File: src/rtl/mem_port_arbiter.sv
// Arbitrates one single-ported memory between fetch (IF) and load/store (MEM); MEM wins ties.
// Access takes >=3 cycles (IDLE->BUSY->DONE); ARB_PERF_CNT_EN adds saturating stall/conflict counters.
module mem_port_arbiter #(
    parameter int AW      = 32,
    parameter int DW      = 32,
    parameter int TIMEOUT = 16
) (
    input  logic          clk,
    input  logic          reset,
    input  logic          if_req,
    input  logic [AW-1:0] if_addr,
    input  logic          if_flush,
    output logic          if_ready,
    output logic [DW-1:0] if_rdata,
    input  logic          d_req,
    input  logic          d_we,
    input  logic [AW-1:0] d_addr,
    input  logic [DW-1:0] d_wdata,
    output logic          d_ready,
    output logic [DW-1:0] d_rdata,
    output logic          stall_if,
    output logic          stall_mem,
    output logic          mem_req,
    output logic          mem_we,
    output logic [AW-1:0] mem_addr,
    output logic [DW-1:0] mem_wdata,
    input  logic [DW-1:0] mem_rdata,
    input  logic          mem_ready,
    output logic          arb_err
`ifdef ARB_PERF_CNT_EN
    ,
    output logic [31:0]   perf_if_stall,
    output logic [31:0]   perf_mem_stall,
    output logic [31:0]   perf_conflict
`endif
);

    localparam int CW = $clog2(TIMEOUT);

    typedef enum logic [2:0] {IDLE, BUSY_D, BUSY_I, DONE_D, DONE_I} state_t;

    state_t          r_state;
    logic [CW-1:0]   r_cnt;
    logic            r_drop;
    logic            r_if_done;
    logic            r_d_done;
    logic            r_mem_req;
    logic            r_mem_we;
    logic [AW-1:0]   r_mem_addr;
    logic [DW-1:0]   r_mem_wdata;
    logic [DW-1:0]   r_if_rdata;
    logic [DW-1:0]   r_d_rdata;
    logic            r_arb_err;
    logic            w_if_ready;
    logic            w_d_ready;

    always_ff @(posedge clk or posedge reset) begin
        if (reset) begin
            r_state     <= IDLE;
            r_cnt       <= '0;
            r_drop      <= 1'b0;
            r_if_done   <= 1'b0;
            r_d_done    <= 1'b0;
            r_mem_req   <= 1'b0;
            r_mem_we    <= 1'b0;
            r_mem_addr  <= '0;
            r_mem_wdata <= '0;
            r_if_rdata  <= '0;
            r_d_rdata   <= '0;
            r_arb_err   <= 1'b0;
        end else begin
            r_if_done <= 1'b0;
            r_d_done  <= 1'b0;
            case (r_state)
                IDLE: begin
                    r_cnt  <= '0;
                    r_drop <= 1'b0;
                    if (d_req) begin
                        r_state     <= BUSY_D;
                        r_mem_req   <= 1'b1;
                        r_mem_we    <= d_we;
                        r_mem_addr  <= d_addr;
                        r_mem_wdata <= d_wdata;
                    end else if (if_req && !if_flush) begin
                        r_state    <= BUSY_I;
                        r_mem_req  <= 1'b1;
                        r_mem_we   <= 1'b0;
                        r_mem_addr <= if_addr;
                    end
                end
                BUSY_D, BUSY_I: begin
                    if (r_state == BUSY_I && if_flush)
                        r_drop <= 1'b1;
                    if (mem_ready) begin
                        r_mem_req <= 1'b0;
                        r_mem_we  <= 1'b0;
                        if (r_state == BUSY_D) begin
                            r_d_rdata <= mem_rdata;
                            r_d_done  <= 1'b1;
                            r_state   <= DONE_D;
                        end else begin
                            r_if_rdata <= mem_rdata;
                            // a flush seen in the final BUSY cycle also kills the pulse
                            r_if_done  <= !(r_drop || if_flush);
                            r_state    <= DONE_I;
                        end
                    end else if (r_cnt == CW'(TIMEOUT - 1)) begin
                        r_mem_req <= 1'b0;
                        r_mem_we  <= 1'b0;
                        r_arb_err <= 1'b1;
                        r_drop    <= 1'b0;
                        r_state   <= IDLE;
                    end else begin
                        r_cnt <= r_cnt + 1'b1;
                    end
                end
                DONE_D, DONE_I: begin
                    r_drop  <= 1'b0;
                    r_state <= IDLE;
                end
                default: r_state <= IDLE;
            endcase
        end
    end

    assign w_if_ready = r_if_done & ~if_flush;
    assign w_d_ready  = r_d_done;

    assign if_ready  = w_if_ready;
    assign d_ready   = w_d_ready;
    assign if_rdata  = r_if_rdata;
    assign d_rdata   = r_d_rdata;
    assign stall_if  = if_req & ~w_if_ready;
    assign stall_mem = d_req & ~w_d_ready;
    assign mem_req   = r_mem_req;
    assign mem_we    = r_mem_we;
    assign mem_addr  = r_mem_addr;
    assign mem_wdata = r_mem_wdata;
    assign arb_err   = r_arb_err;

`ifdef ARB_PERF_CNT_EN
    logic [31:0] r_perf_if;
    logic [31:0] r_perf_mem;
    logic [31:0] r_perf_cfl;
    logic        w_conflict;

    assign w_conflict = (r_state == IDLE) & d_req & if_req;

    always_ff @(posedge clk or posedge reset) begin
        if (reset) begin
            r_perf_if  <= '0;
            r_perf_mem <= '0;
            r_perf_cfl <= '0;
        end else begin
            if (stall_if && r_perf_if != 32'hFFFF_FFFF)
                r_perf_if <= r_perf_if + 32'd1;
            if (stall_mem && r_perf_mem != 32'hFFFF_FFFF)
                r_perf_mem <= r_perf_mem + 32'd1;
            if (w_conflict && r_perf_cfl != 32'hFFFF_FFFF)
                r_perf_cfl <= r_perf_cfl + 32'd1;
        end
    end

    assign perf_if_stall  = r_perf_if;
    assign perf_mem_stall = r_perf_mem;
    assign perf_conflict  = r_perf_cfl;
`endif

endmodule

File: config.mk
export PLATFORM = sky130hd
export DESIGN_NAME = mem_port_arbiter
export DESIGN_NICKNAME = d
export VERILOG_FILES = /design/src/rtl/mem_port_arbiter.sv
export SDC_FILE = /design/constraint.sdc
export NUM_CORES = 1
export LEC_CHECK = 0
export BUFFER_PORTS_ARGS = -buffer_cell sky130_fd_sc_hd__buf_4
export CAP_MARGIN = 20
export CORE_ASPECT_RATIO = 2
export CORE_MARGIN = 1
export CORE_UTILIZATION = 42
export DETAILED_ROUTE_END_ITERATION = 12
export PLACE_DENSITY = 0.83
export REMOVE_ABC_BUFFERS = 1
export SLEW_MARGIN = 20
export SYNTH_ARGS = -nofsm -noshare
export SYNTH_HDL_FRONTEND = slang
export SYNTH_SLANG_ARGS = --single-unit
File: constraint.sdc
create_clock -name clk -period 4.1 [get_ports clk]
set_input_delay 0.205 -clock clk [delete_from_list [all_inputs] [get_ports clk]]
set_output_delay 0.205 -clock clk [all_outputs]
set_load 0.1 [all_outputs]
=== Word level (Yosys, flattened, before mapping) ===
Index checks and enable logic that the tools add are counted.

* Add/sub/neg operators: 1
* Div/mod/pow operators: 0
* Mux-type cells: 29
* Multipliers: 0
* Equal/unequal tests: 9
* Bitwise logic cells: 8
* $lt $le $gt $ge: 0
* Shifts and indexed selects: 0
* Reductions and logical operators: 19

{| class="wikitable"
|+ Operators with widths
! kind !! count
|-
| $mux 32 || 2
|-
| $mux 1 || 15
|-
| $mux 3 || 5
|-
| $reduce_and 3->1 || 5
|-
| $mux 4 || 2
|-
| $pmux 4 s2 || 1
|-
| $eq 3x2->1 const B || 2
|-
| $ne 3x3->1 const B || 2
|-
| $pmux 1 s2 || 3
|-
| $pmux 3 s2 || 1
|-
| $reduce_and 2->1 || 3
|-
| $reduce_bool 2->1 || 3
|-
| $not 1->1 || 5
|-
| $add 4x1->4 const B || 1
|-
| $eq 4x4->1 const B || 1
|-
| $ne 2x2->1 const B || 2
|-
| $and 1x1->1 || 3
|-
| $eq 3x1->1 const B || 1
|-
| $eq 3x3->1 const B || 1
|-
| $logic_not 3->1 || 1
|-
| $reduce_or 3->1 || 1
|-
| $logic_and 1x1->1 || 2
|-
| $logic_not 1->1 || 2
|-
| $reduce_or 2->1 || 1
|-
| $logic_or 1x1->1 || 1
|}

* Bits in registers: 141
* Bits in latches: 0
* Output and inout port bits: 135
* Memory bits (writable): 0
* ROM bits: 0
* Word-level logic and storage cells: 78
* Input port bits: 135
* Memories: 0

=== Longest topological paths before layout ===
Gate-level depths: netlist of the first run.

* Depth in word-level cells: 6
* Mapped depth: 6
* Depth with buffers taken out: 4

=== Worst setup path after synthesis of the first run ===
OpenSTA, ideal clock, no wires.

* Kind: register -> output
* Start point: reg r_if_done
* End point: out stall_if
* Arrival time: 2654 ps
* Stages on the path, launching flop included: 3
* Slack: 1241 ps
* Data required time: 3895 ps
* Buffers on the path: 0
* Cell sequence: dfrtp_1 nor2b_1 nor2b_1

* Word-level cells in the longest chain between the ends: 3

{| class="wikitable"
|+ Ends and longest elaborated chain
! element !! line !! text
|-
| from (decl) || 45 || <nowiki>logic r_if_done;</nowiki>
|-
| from (signal assigned) || 104 || <nowiki>r_if_done <= !(r_drop || if_flush);</nowiki>
|-
| $and 1x1->1 || 126 || <nowiki>assign w_if_ready = r_if_done & ~if_flush;</nowiki>
|-
| via if_ready || 13 || <nowiki>output logic if_ready,</nowiki>
|-
| $not 1->1 || 133 || <nowiki>assign stall_if = if_req & ~w_if_ready;</nowiki>
|-
| $and 1x1->1 || 133 ||
|-
| to (decl) || 21 || <nowiki>output logic stall_if,</nowiki>
|}

The timed path passes the listed nets, and every way through them passes these cells.

=== Worst setup path after layout of the first run ===
* Start point: reg r_state[1]
* End point: reg r_d_rdata[3] (netlist: d_rdata[3])

* Word-level cells in the longest chain between the ends: 3
* Elaborated cells on any way between the ends: 4
* Those cells by class: eq/ne: 2; reduce/logical: 2

{| class="wikitable"
|+ Ends and longest elaborated chain
! element !! line !! text
|-
| from (decl) || 42 || <nowiki>state_t r_state;</nowiki>
|-
| from (signal assigned) || 59 || <nowiki>r_state <= IDLE;</nowiki>
|-
| from (signal assigned) || 79 || <nowiki>r_state <= BUSY_D;</nowiki>
|-
| from (signal assigned) || 85 || <nowiki>r_state <= BUSY_I;</nowiki>
|-
| $eq 3x2->1 or $eq 3x1->1 (tied branches) || 74, 97 ||
|-
| $reduce_or 2->1 || 74 || <nowiki>case (r_state)</nowiki>
|-
| $reduce_and 3->1 (no source line) * || - ||
|-
| to (signal assigned) || 98 || <nowiki>r_d_rdata <= mem_rdata;</nowiki>
|-
| to (decl) || 52 || <nowiki>logic [DW-1:0] r_d_rdata;</nowiki>
|}

Every way passes the cells marked *; elsewhere a longest branch is shown, timed or not.
A chain may end at the register's enable or synchronous reset.

==> results of run 1 <==
## worst paths after layout
kind                                           from                   endpoint  slack, ns  cells past startpoint
min reg2reg                mem_wdata[0]$_DFFE_PP0P_   mem_wdata[0]$_DFFE_PP0P_       0.48                      1
min                                           reset    d_rdata[30]$_DFFE_PP0P_     -0.007                      2
max in group asynchronous                     reset    if_rdata[4]$_DFFE_PP0P_       3.01                      3
min in group clk                        d_wdata[10]  mem_wdata[10]$_DFFE_PP0P_       0.03                      2
max                          r_state[1]$_DFFE_PP0P_     d_rdata[3]$_DFFE_PP0P_       2.07                      3
max reg2reg                  r_state[1]$_DFFE_PP0P_     d_rdata[3]$_DFFE_PP0P_       2.07                      3
## cell families after synthesis
logic type	count (synthesis)	synth area share [%]
compound gates	20	2.50
xor+xnor	1	0.148
fa+ha+maj	1	0.212
buf+inv	25	3.13
flops	141	59.7
mux	161	31.3
simple gates	29	3.05
## critical path, delay by kind of cell, from the launching register on
| family | cells | cell delay [ns] |
|---|---|---|
| simple gates | 2 | 0.95 |
| flops | 1 | 0.53 |
| mux | 1 | 0.42 |
## area by class of cell
| type | instances | area share [%] |
|---|---|---|
| clock buffers | 18 | 4.96 |
| clock inverters | 13 | 1.92 |
| inverters | 4 | 0.231 |
| multi-input cells | 212 | 25.4 |
| flip-flops and latches | 141 | 40.8 |
| well taps | 189 | 2.73 |
| repair buffers | 275 | 23.9 |
## flip-flops by register name (all words and copies together) (netlist names)
| register | count |
|---|---|
| mem_we | 1 |
| r_cnt | 4 |
| mem_wdata | 32 |
| d_rdata | 32 |
| mem_addr | 32 |
| r_drop | 1 |
| mem_req | 1 |
| arb_err | 1 |
| r_if_done | 1 |
| if_rdata | 32 |
| r_state | 3 |
| d_ready | 1 |
## stage by stage
stage | std cells | utilization (%) | area, um^2 | hold WS (ns)
3_5_place_dp | 819 | 58.2 | 8040 | 0.399
2_1_floorplan | 357 | - | 5740 | 0.275
4_1_cts | 852 | 62.6 | 8650 | 0.00685
3_3_place_gp | 819 | 58.2 | 8040 | 0.401
5_1_grt | 852 | 62.6 | 8650 | 0.0105
6_report | 852 | 62.6 | 8650 | -0.00721
## layout by cell type (no fill, tap or decap), types with 3 or more instances in the layout
master / synthesis / layout
sky130_fd_sc_hd__clkinvlp_4: 0 / 3
sky130_fd_sc_hd__nor2_1: 5 / 5
sky130_fd_sc_hd__buf_4: 7 / 273
sky130_fd_sc_hd__bufinv_16: 0 / 3
sky130_fd_sc_hd__inv_1: 4 / 3
sky130_fd_sc_hd__mux2_2: 149 / 149
sky130_fd_sc_hd__clkbuf_16: 0 / 17
sky130_fd_sc_hd__a22o_1: 3 / 3
sky130_fd_sc_hd__nand2_1: 4 / 4
sky130_fd_sc_hd__clkinv_4: 0 / 3
sky130_fd_sc_hd__nor4_1: 3 / 3
sky130_fd_sc_hd__a21oi_1: 3 / 3
sky130_fd_sc_hd__o211ai_1: 3 / 3
sky130_fd_sc_hd__nor2b_1: 4 / 4
sky130_fd_sc_hd__inv_6: 0 / 3
sky130_fd_sc_hd__dfrtp_1: 141 / 141
sky130_fd_sc_hd__mux2_4: 10 / 10
## layer usage
layer  GRT usage (%)  part of all wire (%)  up-vias
met5               0                     0        -
met4            9.86                   2.9        0
met3            5.20                   4.8       42
met2            39.7                    59      193
met1            20.7                    33     2090
li1                -                     -     1902
==> impl_metrics.xml, run 1 <==
<?xml version="1.0" encoding="UTF-8"?>
<metrics>
  <group name="sta">
    <metric name="setup_slack" unit="ns">2.07</metric>
    <metric name="setup_tns_after_final_layout" unit="ns">0</metric>
    <metric name="final.setup_skew" unit="ns">0.00760</metric>
    <metric name="final_max_slew_viol_count" unit="">0</metric>
    <metric name="fin_crit" unit="ns">2.03</metric>
    <metric name="transition_time_at_the_pin_with_the_least_slew_margin" unit="ns">0.894</metric>
    <metric name="timing.final.crit_share" unit="%">49.6</metric>
    <metric name="rsz_0062_raised_after_global_routing" unit="">no</metric>
    <metric name="max_clock_freq" unit="MHz">492</metric>
    <metric name="whs" unit="ns">-0.00721</metric>
    <metric name="slew_headroom" unit="%">40.4</metric>
    <metric name="finalSetupViolCount" unit="">0</metric>
    <metric name="timing_hold_violations_final" unit="">5</metric>
  </group>
  <group name="setup_path">
    <metric name="critPathMaxFanout" unit="">34</metric>
    <metric name="critPathLaunchType" unit="">register</metric>
    <metric name="cp.arrival" unit="ns">2.32</metric>
    <metric name="crit_slowest_cell" unit="">sky130_fd_sc_hd__and3_2</metric>
    <metric name="critical_path_required" unit="ns">4.39</metric>
    <metric name="slowest_delay" unit="ns">0.75</metric>
    <metric name="critical_path_class" unit="">reg -&gt; reg</metric>
    <metric name="crit_path_end_kind" unit="">register</metric>
    <metric name="timing.critical_path.cells" unit="">nor2_1 -&gt; and3_2 -&gt; mux2_2</metric>
  </group>
  <group name="synth">
    <metric name="post_synth_main_area_contributors" unit="">sky130_fd_sc_hd__dfrtp_1 60%, sky130_fd_sc_hd__mux2_2 28%, sky130_fd_sc_hd__mux2_4 2.5%</metric>
    <metric name="asyncSetResetFlopFracSynth" unit="%">100</metric>
    <metric name="ys_dominant_reg_cell" unit="">sky130_fd_sc_hd__dfrtp_1</metric>
    <metric name="synth.most_common_cell" unit="">sky130_fd_sc_hd__mux2_2</metric>
    <metric name="synthesis.area" unit="mm^2">0.00591</metric>
    <metric name="synth-edff-count" unit="">0</metric>
    <metric name="synth_area_per_cell" unit="um^2">15.6</metric>
    <metric name="synthDominantAreaCellType" unit="">sky130_fd_sc_hd__dfrtp_1</metric>
    <metric name="yosysUniqueCellTypes" unit="">38</metric>
    <metric name="synthCells" unit="">378</metric>
    <metric name="synth-seq-area-share" unit="%">59.7</metric>
    <metric name="yosys.area.top_type_share" unit="%">59.7</metric>
    <metric name="postSynthRegisterBits" unit="">141</metric>
    <metric name="yosys-top-cells-count" unit="">149 x sky130_fd_sc_hd__mux2_2, 141 x sky130_fd_sc_hd__dfrtp_1, 10 x sky130_fd_sc_hd__mux2_4</metric>
    <metric name="synth_warn" unit="">0</metric>
  </group>
  <group name="cts">
    <metric name="clkSlewWorstSetupHoldPaths" unit="ns">0.06</metric>
    <metric name="cts.htree.levels" unit="">4</metric>
    <metric name="clockRootBuffer" unit="">sky130_fd_sc_hd__clkbuf_16</metric>
    <metric name="number_of_clock_sinks" unit="">141</metric>
    <metric name="clock_latency" unit="ns">0.41</metric>
    <metric name="post_cts_resize_count" unit="">0</metric>
    <metric name="postCtsSetupBuffers" unit="">0</metric>
    <metric name="cts_buffer_depth" unit="">2</metric>
    <metric name="cts-buffers-inserted" unit="">17</metric>
    <metric name="cts.hold.buffers_added" unit="">2</metric>
    <metric name="cts_tree" unit="">built</metric>
  </group>
  <group name="placed_design">
    <metric name="portBuffers" unit="">269</metric>
    <metric name="pre_cts_ws" unit="ns">2.07</metric>
    <metric name="hpwl_reported_at_the_end_of_detailed_placement" unit="um">11200</metric>
    <metric name="finalWeightedCongestion" unit="">0.867</metric>
  </group>
  <group name="global_routing">
    <metric name="antenna_found_initial" unit="">0</metric>
    <metric name="groute.usage.overall" unit="%">21.0</metric>
    <metric name="grt_first_pass_wirelength" unit="um">23100</metric>
    <metric name="maximum_number_of_pins_on_one_net_before_global_route_repair" unit="">103</metric>
    <metric name="grt_overflow_total" unit="">0</metric>
    <metric name="grt_pass1_vias" unit="">4570</metric>
  </group>
  <group name="layout">
    <metric name="antenna_cells" unit="">0</metric>
    <metric name="final_layout_size_suffix_gt1_share" unit="%">70.3</metric>
    <metric name="multi_input_comb_area" unit="mm^2">0.00220</metric>
    <metric name="nNetsFinal" unit="">787</metric>
    <metric name="filler_cell_count" unit="">1052</metric>
    <metric name="area_growth_syn_to_layout" unit="%">46.3</metric>
    <metric name="sequential_cell_area" unit="mm^2">0.00353</metric>
  </group>
  <group name="floorplan">
    <metric name="rows" unit="">61</metric>
    <metric name="die_area" unit="mm^2">0.0146</metric>
    <metric name="design.core.area" unit="mm^2">0.0138</metric>
    <metric name="die_height" unit="um">170</metric>
    <metric name="io_pins" unit="">270</metric>
    <metric name="initial_core_util" unit="%">42.8</metric>
    <metric name="floorplan.die.width" unit="um">85.9</metric>
  </group>
  <group name="drt">
    <metric name="routed-via-count" unit="">4227</metric>
    <metric name="detailedRoute.firstPassIterationCount" unit="">4</metric>
    <metric name="post-route-drc-count" unit="">0</metric>
    <metric name="route.antenna.remaining_nets" unit="">0</metric>
    <metric name="routed_wirelength" unit="um">15000</metric>
    <metric name="detail_route.iter0.violations" unit="">174</metric>
    <metric name="wl_per_cell" unit="um">17.6</metric>
    <metric name="routed_via_density" unit="">4.96</metric>
  </group>
  <group name="flow_run">
    <metric name="max-cap-violations" unit="">0</metric>
  </group>
  <group name="status">
    <metric name="run_status" unit="">complete, but fails checks</metric>
    <metric name="violations" unit="">negative hold slack</metric>
  </group>
  <group name="hold_path">
    <metric name="worst_hold_path_type" unit="">in -&gt; async</metric>
  </group>
</metrics>
Power of run 1 is not shown: default switching activity piles up to over one toggle a cycle in this logic, so the estimate is an artifact.
==> run 2, diff against run 1 <==
CORE_UTILIZATION = 45   (was 42)
PLACE_DENSITY = 0.84   (was 0.83)
clock period = 2 ns   (was 4.1 ns; I/O delays follow)
==> impl_metrics.xml, run 2 (synthesized netlist as in run 1, its figures left out) <==
<?xml version="1.0" encoding="UTF-8"?>
<metrics>
  <group name="status">
    <metric name="run_status" unit="">completed</metric>
  </group>
  <group name="layout">
    <metric name="layout.cells.most_common" unit="">sky130_fd_sc_hd__buf_4</metric>
    <metric name="final_layout_size_suffix_gt1_share" unit="%">64.4</metric>
    <metric name="nNetsFinal" unit="">858</metric>
    <metric name="area_growth_syn_to_layout" unit="%">58.4</metric>
    <metric name="antenna_cells" unit="">0</metric>
    <metric name="final_cell_mix" unit="">273 x sky130_fd_sc_hd__buf_4, 149 x sky130_fd_sc_hd__mux2_2, 141 x sky130_fd_sc_hd__dfrtp_1</metric>
    <metric name="finalNonFillerCells" unit="">884</metric>
    <metric name="layout.core_utilization" unit="%">73.8</metric>
  </group>
  <group name="floorplan">
    <metric name="initial_core_util" unit="%">46.6</metric>
    <metric name="die_height" unit="um">164</metric>
    <metric name="floorplan.die.width" unit="um">83.1</metric>
    <metric name="rows" unit="">58</metric>
    <metric name="io_pins" unit="">270</metric>
    <metric name="die_area" unit="mm^2">0.0136</metric>
    <metric name="design.core.area" unit="mm^2">0.0127</metric>
  </group>
  <group name="global_routing">
    <metric name="antenna_found_initial" unit="">0</metric>
    <metric name="grt_first_pass_wirelength" unit="um">26800</metric>
    <metric name="grt_overflow_total" unit="">0</metric>
    <metric name="grt_pass1_vias" unit="">5228</metric>
    <metric name="maximum_number_of_pins_on_one_net_before_global_route_repair" unit="">73</metric>
    <metric name="groute.usage.overall" unit="%">25.5</metric>
  </group>
  <group name="drt">
    <metric name="detailedRoute.firstPassIterationCount" unit="">4</metric>
    <metric name="top_layer_in_use" unit="">met4</metric>
    <metric name="dr_wl_met2" unit="um">9810</metric>
    <metric name="wl_per_cell" unit="um">19.3</metric>
    <metric name="sum_of_met3_wire_segment_lengths_after_detailed_routing" unit="um">736</metric>
    <metric name="detail_route.iter0.violations" unit="">195</metric>
    <metric name="routed-via-count" unit="">4495</metric>
    <metric name="post-route-drc-count" unit="">0</metric>
    <metric name="met1_length" unit="um">5830</metric>
    <metric name="route.antenna.remaining_nets" unit="">0</metric>
    <metric name="routed_via_density" unit="">5.08</metric>
    <metric name="routed_wirelength" unit="um">17000</metric>
  </group>
  <group name="setup_path">
    <metric name="critical_path_class" unit="">reg -&gt; reg</metric>
    <metric name="crit_path_end_kind" unit="">register</metric>
    <metric name="crit_slowest_cell" unit="">sky130_fd_sc_hd__dfrtp_1</metric>
    <metric name="critPathLaunchType" unit="">register</metric>
    <metric name="slowest_delay" unit="ns">0.45</metric>
    <metric name="critPathMaxFanout" unit="">32</metric>
    <metric name="crit_path_start" unit="">r_state[1]$_DFFE_PP0P_</metric>
    <metric name="path_buf_inv" unit="">1</metric>
    <metric name="cp.arrival" unit="ns">2.07</metric>
    <metric name="rr_startpoint" unit="">r_state[1]$_DFFE_PP0P_</metric>
    <metric name="critical_path_required" unit="ns">2.29</metric>
    <metric name="timing.critical_path.cells" unit="">nor3_1 -&gt; o21a_1 -&gt; buf_12 -&gt; mux2_2</metric>
    <metric name="critical_path.top_delay_family" unit="">flip-flops</metric>
  </group>
  <group name="sta">
    <metric name="final.setup_skew" unit="ns">0.0126</metric>
    <metric name="timing.final.crit_share" unit="%">89.2</metric>
    <metric name="max_clock_freq" unit="MHz">561</metric>
    <metric name="finalSetupViolCount" unit="">0</metric>
    <metric name="slew_headroom" unit="%">71.9</metric>
    <metric name="transition_time_at_the_pin_with_the_least_slew_margin" unit="ns">0.417</metric>
    <metric name="setup_tns_after_final_layout" unit="ns">0</metric>
    <metric name="rsz_0062_raised_after_global_routing" unit="">no</metric>
    <metric name="timing_hold_violations_final" unit="">0</metric>
    <metric name="final_max_slew_viol_count" unit="">0</metric>
    <metric name="fin_crit" unit="ns">1.78</metric>
  </group>
  <group name="cts">
    <metric name="cts-buffers-inserted" unit="">17</metric>
    <metric name="cts_buffer_depth" unit="">2</metric>
    <metric name="clkSlewWorstSetupHoldPaths" unit="ns">0.06</metric>
    <metric name="clockRootBuffer" unit="">sky130_fd_sc_hd__clkbuf_16</metric>
    <metric name="number_of_clock_sinks" unit="">141</metric>
    <metric name="post_cts_resize_count" unit="">0</metric>
    <metric name="cts.htree.levels" unit="">4</metric>
    <metric name="clock_latency" unit="ns">0.41</metric>
    <metric name="cts.hold.buffers_added" unit="">67</metric>
    <metric name="cts_tree" unit="">built</metric>
    <metric name="postCtsSetupBuffers" unit="">0</metric>
  </group>
  <group name="hold_path">
    <metric name="worst_hold_path_type" unit="">in -&gt; reg</metric>
    <metric name="hp-start" unit="">mem_ready</metric>
  </group>
  <group name="flow_run">
    <metric name="max-cap-violations" unit="">0</metric>
  </group>
  <group name="placed_design">
    <metric name="hpwl_reported_at_the_end_of_detailed_placement" unit="um">11600</metric>
    <metric name="number_of_placed_cells_counting_well_taps" unit="">786</metric>
    <metric name="finalWeightedCongestion" unit="">0.984</metric>
    <metric name="portBuffers" unit="">269</metric>
  </group>
</metrics>
run 2: tightest hold or removal path, stage by stage:
cell	delay, ns
sky130_fd_sc_hd__buf_4	0.12
sky130_fd_sc_hd__a311oi_1	0.05
sky130_fd_sc_hd__a21oi_1	0.11
run 2: path summary, 6_finish.rpt:
kind | end | slack (ns) | cells after the start
worst max-delay path | mem_addr[23]$_DFFE_PP0P_ | 0.22 | 4
worst min-delay path | r_drop$_DFFE_PP0P_ | 0.03 | 3
worst max register to register | mem_addr[23]$_DFFE_PP0P_ | 0.22 | 4
worst min register to register | r_if_done$_DFF_PP0_ | 0.45 | 1
max in group asynchronous | mem_wdata[9]$_DFFE_PP0P_ | 1.22 | 4
min in group asynchronous | d_rdata[25]$_DFFE_PP0P_ | 0.17 | 3
run 2: layer usage:
layer / GRT usage [%] / vias to the layer above
met2: 48.2 / 191
met3: 5.23 / 48
met5: 0 / -
met1: 25.7 / 2209
met4: 13.9 / 0
li1: - / 2047
run 2: through the flow:
stage | cell area [um^2] | hold WS, ns | worst slack (ns)
after floorplan | 5740 | 0.170 | -1.88
after global placement | 8110 | 0.0295 | 0.349
after detailed placement | 8110 | 0.0367 | 0.243
after CTS | 9370 | 0.0114 | 0.233
after global routing | 9370 | 0.0331 | 0.118
final | 9370 | 0.0258 | 0.217
run 2: final cells by class:
class	count	area [um^2]
timing repair buffer	346	2840
inverter	4	20.0
clock inverter	12	139
multi-input combinational	212	2200
fill	802	3330
tap	150	188
clock buffer	19	453
sequential	141	3530
Power of run 2 is left out for the same reason.
==> run 3, diff against run 2 <==
CELL_PAD_IN_SITES_DETAIL_PLACEMENT = 2   (was not set)
CELL_PAD_IN_SITES_GLOBAL_PLACEMENT = 2   (was not set)
CORE_UTILIZATION = 30   (was 45)
PLACE_DENSITY = 0.86   (was 0.84)
==> impl_metrics.xml, run 3 (synthesized netlist as in run 1, its figures left out) <==
<?xml version="1.0" encoding="UTF-8"?>
<metrics>
  <group name="floorplan">
    <metric name="io_pins" unit="">270</metric>
    <metric name="floorplan.die.width" unit="um">101</metric>
    <metric name="initial_core_util" unit="%">30.7</metric>
    <metric name="die_area" unit="mm^2">0.0203</metric>
    <metric name="rows" unit="">72</metric>
    <metric name="design.core.area" unit="mm^2">0.0193</metric>
    <metric name="die_height" unit="um">201</metric>
  </group>
  <group name="sta">
    <metric name="transition_time_at_the_pin_with_the_least_slew_margin" unit="ns">0.485</metric>
    <metric name="rsz_0062_raised_after_global_routing" unit="">no</metric>
    <metric name="timing_hold_violations_final" unit="">0</metric>
    <metric name="fin_crit" unit="ns">1.86</metric>
    <metric name="max_clock_freq" unit="MHz">539</metric>
    <metric name="timing.final.crit_share" unit="%">92.8</metric>
    <metric name="final.setup_skew" unit="ns">0.0107</metric>
    <metric name="slew_headroom" unit="%">67.7</metric>
    <metric name="whs" unit="ns">0.0448</metric>
    <metric name="final_max_slew_viol_count" unit="">0</metric>
    <metric name="finalSetupViolCount" unit="">0</metric>
  </group>
  <group name="cts">
    <metric name="clockRootBuffer" unit="">sky130_fd_sc_hd__clkbuf_16</metric>
    <metric name="clock_latency" unit="ns">0.42</metric>
    <metric name="clkSlewWorstSetupHoldPaths" unit="ns">0.06</metric>
    <metric name="cts.htree.levels" unit="">4</metric>
    <metric name="number_of_clock_sinks" unit="">141</metric>
    <metric name="cts_buffer_depth" unit="">2</metric>
    <metric name="cts_tree" unit="">built</metric>
    <metric name="postCtsSetupBuffers" unit="">0</metric>
    <metric name="cts-buffers-inserted" unit="">17</metric>
  </group>
  <group name="global_routing">
    <metric name="maximum_number_of_pins_on_one_net_before_global_route_repair" unit="">50</metric>
    <metric name="groute.usage.overall" unit="%">22.6</metric>
    <metric name="grt_first_pass_wirelength" unit="um">33200</metric>
    <metric name="grt_pass1_vias" unit="">5572</metric>
    <metric name="grt_overflow_total" unit="">0</metric>
    <metric name="antenna_found_initial" unit="">0</metric>
  </group>
  <group name="layout">
    <metric name="layout.cells.most_common" unit="">sky130_fd_sc_hd__buf_4</metric>
    <metric name="area_growth_syn_to_layout" unit="%">61.6</metric>
    <metric name="final_cell_mix" unit="">270 x sky130_fd_sc_hd__buf_4, 149 x sky130_fd_sc_hd__mux2_2, 141 x sky130_fd_sc_hd__dfrtp_1</metric>
    <metric name="final_layout_size_suffix_gt1_share" unit="%">64.5</metric>
    <metric name="antenna_cells" unit="">0</metric>
    <metric name="nNetsFinal" unit="">856</metric>
  </group>
  <group name="setup_path">
    <metric name="timing.critical_path.cells" unit="">nor3_2 -&gt; o21a_1 -&gt; buf_12 -&gt; mux2_2</metric>
    <metric name="critical_path_class" unit="">reg -&gt; reg</metric>
    <metric name="critical_path_required" unit="ns">2.30</metric>
    <metric name="cp.arrival" unit="ns">2.15</metric>
    <metric name="crit_path_end_kind" unit="">register</metric>
    <metric name="slowest_delay" unit="ns">0.55</metric>
    <metric name="critPathLaunchType" unit="">register</metric>
    <metric name="crit_slowest_cell" unit="">sky130_fd_sc_hd__dfrtp_1</metric>
    <metric name="critical_path.top_delay_family" unit="">flip-flops</metric>
    <metric name="path_buf_inv" unit="">1</metric>
    <metric name="critPathMaxFanout" unit="">32</metric>
  </group>
  <group name="status">
    <metric name="run_status" unit="">completed</metric>
  </group>
  <group name="drt">
    <metric name="routed_via_density" unit="">4.62</metric>
    <metric name="routed-via-count" unit="">4575</metric>
    <metric name="wl_per_cell" unit="um">22.2</metric>
    <metric name="post-route-drc-count" unit="">0</metric>
    <metric name="detail_route.iter0.violations" unit="">88</metric>
    <metric name="routed_wirelength" unit="um">22000</metric>
    <metric name="detailedRoute.firstPassIterationCount" unit="">4</metric>
    <metric name="route.antenna.remaining_nets" unit="">0</metric>
  </group>
  <group name="placed_design">
    <metric name="hpwl_reported_at_the_end_of_detailed_placement" unit="um">14700</metric>
    <metric name="portBuffers" unit="">269</metric>
    <metric name="finalWeightedCongestion" unit="">0.790</metric>
  </group>
  <group name="flow_run">
    <metric name="max-cap-violations" unit="">0</metric>
  </group>
  <group name="hold_path">
    <metric name="worst_hold_path_type" unit="">in -&gt; reg</metric>
  </group>
</metrics>
[run 3: cell types whose count changed in the layout (fill, tap and decap cells not counted)]
cell / change
sky130_fd_sc_hd__buf_4: -3
sky130_fd_sc_hd__clkbuf_8: +3
sky130_fd_sc_hd__clkinv_4: -3
sky130_fd_sc_hd__bufinv_16: +2
sky130_fd_sc_hd__and3_1: -1
sky130_fd_sc_hd__and3_2: +1
sky130_fd_sc_hd__clkinvlp_4: -1
sky130_fd_sc_hd__dlygate4sd3_1: +1
sky130_fd_sc_hd__inv_6: -1
sky130_fd_sc_hd__nor3_1: -1
sky130_fd_sc_hd__nor3_2: +1
[run 3: worst paths after layout]
kind	startpoint	end	slack, ns	depth (start not counted)
max in group asynchronous	reset	if_rdata[17]$_DFFE_PP0P_	1.08	4
hold / removal	if_addr[31]	mem_addr[31]$_DFFE_PP0P_	0.04	3
hold reg to reg	r_drop$_DFFE_PP0P_	r_if_done$_DFF_PP0_	0.48	1
setup reg to reg	r_state[0]$_DFFE_PP0P_	mem_addr[0]$_DFFE_PP0P_	0.14	4
min in group asynchronous	reset	mem_wdata[2]$_DFFE_PP0P_	0.26	3
setup / recovery	r_state[0]$_DFFE_PP0P_	mem_addr[0]$_DFFE_PP0P_	0.14	4
[run 3: what timing repair did]
action / CTS / global route
endpoints found under the hold margin: 144 / 0
setup endpoints to repair: 0 / 32
gates resized for setup: 0 / 1
hold buffers: 68 / 0
[run 3: layout make-up]
class                   count  area, um^2
fillers                  1881        9720
clock buffers              22         494
flip-flops and latches    141        3530
repair buffers            344        2830
multi-input cells         212        2210
inverters                   4        20.0
clock inverters             9         156
well taps                 259         324
[run 3: through the flow]
step / instance area [um^2] / TNS [ns] / setup WS (ns) / std cells / utilization, %
detailed placement: 8220 / 0 / 0.0833 / 892 / 42.6
floorplan: 5740 / -288.74 / -1.88 / 357 / -
CTS: 9550 / 0 / 0.0584 / 991 / 49.6
global placement: 8220 / 0 / 0.245 / 892 / 42.6
global route: 9560 / 0 / 0.0641 / 991 / 49.6
finish: 9560 / 0 / 0.145 / 991 / 49.6
[run 3: tightest hold or removal path: cells and delay by family]
kind | cells | cell delay [ns]
buffers and inverters | 1 | 0.07
multiplexers | 2 | 0.26
[run 3: per-layer routing]
metal / share of wire, % / routed length [um] / global-route usage (%)
met2: 60 / 13300 / 45.3
met1: 31 / 6780 / 19.9
met5: 0 / 0 / 0
met3: 5.0 / 1100 / 5.36
met4: 4.0 / 890 / 10.7
Power of run 3 is left out for the same reason.
